`src/rtl/led_share_pkg.sv`:
```
// Shared types, constants and round-robin helper for the LED sharing sequencer.
package led_share_pkg;

    localparam int PAT_W    = 8;
    localparam int IDX_W    = $clog2(PAT_W);
    localparam int NREQ_DEF = 4;
    localparam int MAX_REQ  = 8;

    typedef enum logic {
        IDLE,
        SHOW
    } state_t;

    typedef struct packed {
        logic       found;
        logic [2:0] idx;
    } rr_sel_t;

    // First set request strictly after ptr, wrapping modulo n.
    function automatic rr_sel_t rr_next(
        input logic [MAX_REQ-1:0] req,
        input logic [2:0]         ptr,
        input int                 n
    );
        rr_sel_t sel;
        int      c;
        sel = '0;
        for (int i = MAX_REQ; i >= 1; i--) begin
            if (i <= n) begin
                c = (int'(ptr) + i) % n;
                if (req[c[2:0]]) begin
                    sel.found = 1'b1;
                    sel.idx   = c[2:0];
                end
            end
        end
        return sel;
    endfunction

endpackage

```
`src/rtl/led_share_sequencer_if.sv`:
```
// Requester-side bundle of the LED sharing sequencer.
interface led_share_sequencer_if
    import led_share_pkg::*;
#(
    parameter int NREQ = NREQ_DEF
);

    logic [NREQ-1:0]       req;
    logic [NREQ*PAT_W-1:0] pattern;
    logic [NREQ-1:0]       grant;
    logic                  LED;
    logic                  busy;

    modport master (
        output req,
        output pattern,
        input  grant,
        input  LED,
        input  busy
    );

    modport slave (
        input  req,
        input  pattern,
        output grant,
        output LED,
        output busy
    );

endinterface

```
`src/rtl/led_tick_gen.sv`:
```
// Free-running prescaler; one-cycle registered tick after the counter hits all-ones.
module led_tick_gen #(
    parameter int PRESCALE_W = 20
) (
    input  logic clk,
    input  logic rst_n,
    output logic tick
);

    logic [PRESCALE_W-1:0] r_cnt;
    logic                  r_tick;

    always_ff @(posedge clk or negedge rst_n) begin
        if (!rst_n) begin
            r_cnt  <= '0;
            r_tick <= 1'b0;
        end else begin
            r_cnt  <= r_cnt + PRESCALE_W'(1);
            r_tick <= &r_cnt;
        end
    end

    assign tick = r_tick;

endmodule

```
`src/rtl/led_share_sequencer.sv`:
```
// Round-robin owner of the board LED; shifts the owner's 8-bit pattern out per tick.
module led_share_sequencer
    import led_share_pkg::*;
#(
    parameter int NREQ       = NREQ_DEF,
    parameter int PRESCALE_W = 20
) (
    input  logic                  clk,
    input  logic                  rst_n,
    led_share_sequencer_if.slave  bus
);

    logic               w_tick;
    logic [MAX_REQ-1:0] w_req8;
    rr_sel_t            w_win;
    logic [PAT_W-1:0]   w_pat;
    logic [NREQ-1:0]    w_onehot;
    logic               w_rearb;

    state_t             r_state;
    logic [IDX_W-1:0]   r_idx;
    logic [2:0]         r_ptr;
    logic [PAT_W-1:0]   r_shadow;
    logic [NREQ-1:0]    r_grant;
    logic               r_led;
    logic               r_busy;

    led_tick_gen #(
        .PRESCALE_W(PRESCALE_W)
    ) u_tick (
        .clk  (clk),
        .rst_n(rst_n),
        .tick (w_tick)
    );

    always_comb begin
        w_req8             = '0;
        w_req8[NREQ-1:0]   = bus.req;
        w_win              = rr_next(w_req8, r_ptr, NREQ);
        w_pat              = '0;
        w_onehot           = '0;
        for (int i = 0; i < NREQ; i++) begin
            if (w_win.idx == 3'(i)) begin
                w_pat       = bus.pattern[i*PAT_W +: PAT_W];
                w_onehot[i] = 1'b1;
            end
        end
        // Owner drop and end of pattern both fall back to a fresh arbitration.
        w_rearb = (r_state == IDLE)
               || !(|(bus.req & r_grant))
               || (r_idx == IDX_W'(PAT_W-1));
    end

    always_ff @(posedge clk or negedge rst_n) begin
        if (!rst_n) begin
            r_state  <= IDLE;
            r_idx    <= '0;
            r_ptr    <= 3'(NREQ-1);
            r_shadow <= '0;
            r_grant  <= '0;
            r_led    <= 1'b0;
            r_busy   <= 1'b0;
        end else if (w_tick) begin
            if (w_rearb) begin
                if (w_win.found) begin
                    r_state  <= SHOW;
                    r_grant  <= w_onehot;
                    r_shadow <= w_pat;
                    r_idx    <= '0;
                    r_led    <= w_pat[0];
                    r_busy   <= 1'b1;
                    r_ptr    <= w_win.idx;
                end else begin
                    r_state  <= IDLE;
                    r_grant  <= '0;
                    r_idx    <= '0;
                    r_led    <= 1'b0;
                    r_busy   <= 1'b0;
                end
            end else begin
                r_idx <= r_idx + IDX_W'(1);
                r_led <= r_shadow[r_idx + IDX_W'(1)];
            end
        end
    end

    assign bus.grant = r_grant;
    assign bus.LED   = r_led;
    assign bus.busy  = r_busy;

endmodule

```
`src/flat_wrapper.sv`:
```
// flat-port wrapper written by rule: the top's interface ports become plain ports
module led_share_sequencer_flat import led_share_pkg::*;
#(
    parameter int NREQ       = NREQ_DEF,
    parameter int PRESCALE_W = 20
)
  (clk, rst_n, bus_req, bus_pattern, bus_grant, bus_LED, bus_busy);
  led_share_sequencer_if #(.NREQ(NREQ)) bus_i ();
  input  logic clk;
  input  logic rst_n;
  input wire logic [$bits(bus_i.req)-1:0] bus_req;
  input wire logic [$bits(bus_i.pattern)-1:0] bus_pattern;
  output wire logic [$bits(bus_i.grant)-1:0] bus_grant;
  output wire logic [$bits(bus_i.LED)-1:0] bus_LED;
  output wire logic [$bits(bus_i.busy)-1:0] bus_busy;
  assign bus_i.req = bus_req;
  assign bus_i.pattern = bus_pattern;
  assign bus_grant = bus_i.grant;
  assign bus_LED = bus_i.LED;
  assign bus_busy = bus_i.busy;
  led_share_sequencer #(.NREQ(NREQ), .PRESCALE_W(PRESCALE_W)) u_core (.clk(clk), .rst_n(rst_n), .bus(bus_i));
endmodule
```
`config.mk`:
```
export PLATFORM = sky130hd
export DESIGN_NAME = led_share_sequencer_flat
export DESIGN_NICKNAME = d
export VERILOG_FILES = /design/src/rtl/led_share_pkg.sv /design/src/rtl/led_share_sequencer_if.sv /design/src/rtl/led_tick_gen.sv /design/src/rtl/led_share_sequencer.sv /design/src/flat_wrapper.sv
export SDC_FILE = /design/constraint.sdc
export NUM_CORES = 1
export LEC_CHECK = 0
export CAP_MARGIN = 10
export CORE_UTILIZATION = 45
export DETAILED_ROUTE_END_ITERATION = 12
export PLACE_DENSITY_LB_ADDON = 0.3
export SYNTH_ARGS = -nofsm -noshare
export SYNTH_HDL_FRONTEND = slang
export SYNTH_HIERARCHICAL = 1
export SYNTH_SLANG_ARGS = --single-unit
```
`constraint.sdc`:
```
create_clock -name clk -period 2.2 [get_ports clk]
set_clock_uncertainty 0.1 [all_clocks]
set_input_delay 0.44 -clock clk [delete_from_list [all_inputs] [get_ports clk]]
set_output_delay 0.44 -clock clk [all_outputs]
set_load 0.02 [all_outputs]
```
==> impl_metrics.ini, run 1 <==
[setup_path]
ff2ff_path_depth = 6
reg2reg_slack_ps = 250
worstSetupEndpoint = u_core/r_shadow[1]$_DFFE_PN0P_
required_ps = 2240
rr_startpoint = u_core/r_ptr[1]$_DFFE_PN1P_
cp_data_arrival_time_ps = 2110
end_kind = flip-flop
startpoint = bus_req[3]
critPathKind = in -> reg
path_max_fanout = 11
r2r_end = u_core/r_shadow[0]$_DFFE_PN0P_
worstSetupStartpointType = input port

[floorplanning]
fp.dieH_um = 70.5
ioPinCount = 44
std_cell_rows = 24
fp.dieArea_um2 = 4970
coreArea_um2 = 4440
start_util_pct = 47.5
dieWidth_um = 70.5

[sta]
whs_ps = -0.548
relSlewSlack_pct = 68.5
hold_viol = 1
min_period_over_period_pct = 93.8
min_period_ps = 2060
rsz0062_at_grt = no
tns_ps = 0
worst_pin_slew_ps = 473
fmax_mhz = 485
setup_viol = 0
drv_slew = 0

[yosys]
ys_seq_elements = 40
syn_inst = 198
ys_seq_area_share_pct = 47.5
synth.cell_area_um2 = 2110
syn_avg_cell_area_um2 = 10.7
async_reset_ff_share_pct = 100
yosys.cell_types.count = 48
synth-main-ff-cell = dfrtp_1
yosys_warnings = 6
syn_nets = 239
synth_edf_count = 0

[global_routing]
grt_overflow = 0
grt_pass1_vias = 1678
grt_pass1_wl_um = 7660
grt_max_degree = 23
grt_usage_pct = 19.9
antenna_found_initial = 0

[power_and_ir_drop]
finalPower_mw = 1.40
p_sw_mw = 0.312
p_seq_share_pct = 52.6
power-per-cell-area_nw_per_um2 = 499
leakage_nw = 1.20
comb_power_share_pct = 11.9
pwr-share-clk_pct = 35.5
sw_frac_of_total_pct = 22.4
internal-power_mw = 1.08
ir_drop_mv = 0.303

[flow_run]
maxCapViolations = 0

[clocking]
clockRootBuffer = clkbuf_8
cts_tree = yes
clkSinkCount = 40
postCtsHoldBufs = 0
htreeDepth = 2
clock_path_buffers = 2
clk_pin_slew_ps = 70
cts_made_buffers = 5
post_cts_buffers = 0
post_cts_resized = 0
clk_latency_ps = 290

[route]
wl_um = 4350
drt_iter0_drc = 79
vias_per_cell = 5.47
num_vias = 1695
ant_nets = 0
drc = 2
firstDrtPassIters = 8
wire_per_inst_um = 14.0

[placed_design]
place_hpwl_um = 3260
place_congestion = 0.766
portBuffers = 43

[hold_path]
hold_class = in -> async

[outcome]
violations = design-rule violations, negative hold slack
outcome = complete, but fails checks

[finish]
insertedDiodeCount = 0
fin_nets = 298
layout-drive-gt1-share_pct = 15.5
area_growth_pct = 32.5
## logic make-up after synthesis
kind of cell,count (synthesis),synth area share (%)
adders and majority gates,3,1.78
buffers and inverters,11,2.79
xor gates and xnor gates,18,7.47
muxes,13,7.76
DFF,40,47.5
and+or+nand+nor,76,19.4
AOI/OAI and AO/OA,37,13.2
## worst max-delay path: stages
cell and delay, ps:
clkdlybuf4s50_1 630, a22oi_1 130, a211o_2 380, and3_1 310, nor2_1 160, a31oi_1 60
## layer usage
layer | share of wire [%] | vias up | GRT usage, % | routed length [um]
met1 | 47 | 815 | 26.8 | 2030
met4 | 1.3 | 0 | 6.80 | 55
met5 | 0 | - | 0 | 0
met3 | 3.8 | 5 | 3.46 | 166
met2 | 48 | 43 | 32.5 | 2100
li1 | - | 832 | - | -
## power groups by stage
stage	combinational, mW	clock [mW]	sequential [mW]
global placement	0.166	0	0.749
global route	0.181	0.543	0.735
finish	0.166	0.496	0.735
CTS	0.168	0.514	0.735
detailed placement	0.168	0	0.749
floorplan	0.0491	0	0.749
## layout make-up
cell class	count	area, um^2
Clock inverter	2	10.0
Inverter	7	26.3
Clock buffer	6	82.6
Tap cell	52	65.1
Sequential cell	40	1000
Fill cell	372	1650
Timing Repair Buffer	56	561
Multi-Input combinational cell	147	1050
## layout by cell type, fill, tap and decap left out, types with 2 or more instances in the layout
cell type         n
a21oi_1           4
a22oi_1           2
a31oi_1           5
a32o_1            2
a32oi_1           5
and3_1            3
buf_12            3
buf_4            10
clkbuf_8          6
clkdlybuf4s50_1  42
clkinv_2          2
dfrtp_1          38
dfstp_2           2
ha_1              3
inv_1             7
mux2_1            6
mux2i_1           4
mux4_2            2
nand2_1          27
nand2b_1          4
nand3_1           9
nand3_2           3
nand3b_1          2
nand4_1           5
nor2_1           12
nor2b_1           2
o21ai_0           2
o21ai_1           5
o2bb2ai_1         2
xnor2_1          15
xor2_1            3
## metrics by stage
stage                     cell area (um^2)  util [%]  setup slack, ps  instances
final                                 2800      62.9              136        310
after global routing                  2800      62.9             5.34        310
after CTS                             2800      62.9              142        310
after detailed placement              2700      60.8             -171        302
after global placement                2700      60.8             -141        302
after floorplan                       2110         -              394        198
## cell usage after synthesis, drive strengths merged, types with 5 or more instances
master  count  area, um^2
a31oi       6        52.6
nor2       13        51.3
nand2      28         108
o21ai       7        35.0
a32oi       5        43.8
nand4       5        31.3
inv         7        26.3
dfrtp      38         951
mux2        7        78.8
nand3      12        75.1
xnor2      15         131
## sequential cells by signal, indices dropped and copies added, names as in the netlist
name	flops
u_core/bus.LED	1
u_core/bus.busy	1
u_core/bus.grant	4
u_core/r_idx	3
u_core/r_ptr	2
u_core/r_shadow	8
u_core/u_tick/r_cnt	20
u_core/u_tick/tick	1
## how the worst min path moves through the flow
stage	startpoint	to	slack (ps)	cells after the start
finish	rst_n	u_core/bus.grant[0]$_DFFE_PN0P_	-0.5	1
global route	rst_n	u_core/bus.grant[0]$_DFFE_PN0P_	30	1
CTS	rst_n	u_core/bus.grant[0]$_DFFE_PN0P_	8	1
detailed placement	rst_n	u_core/bus.grant[0]$_DFFE_PN0P_	330	1
global placement	rst_n	u_core/bus.grant[0]$_DFFE_PN0P_	330	1
floorplan	rst_n	u_core/bus.LED$_DFFE_PN0P_	40	0
Note: power is estimated with default switching activity, not from simulation.
==> run 2, diff against run 1 <==
--- a/config.mk
+++ b/config.mk
@@ -7,6 +7,7 @@
 export LEC_CHECK = 0
 export CAP_MARGIN = 10
 export CORE_UTILIZATION = 45
+export CTS_CLUSTER_DIAMETER = 100
 export DETAILED_ROUTE_END_ITERATION = 12
 export PLACE_DENSITY_LB_ADDON = 0.3
 export SYNTH_ARGS = -nofsm -noshare
==> results of run 2 <==
No change in the layout: final DEF, timing and power equal those of run 1.
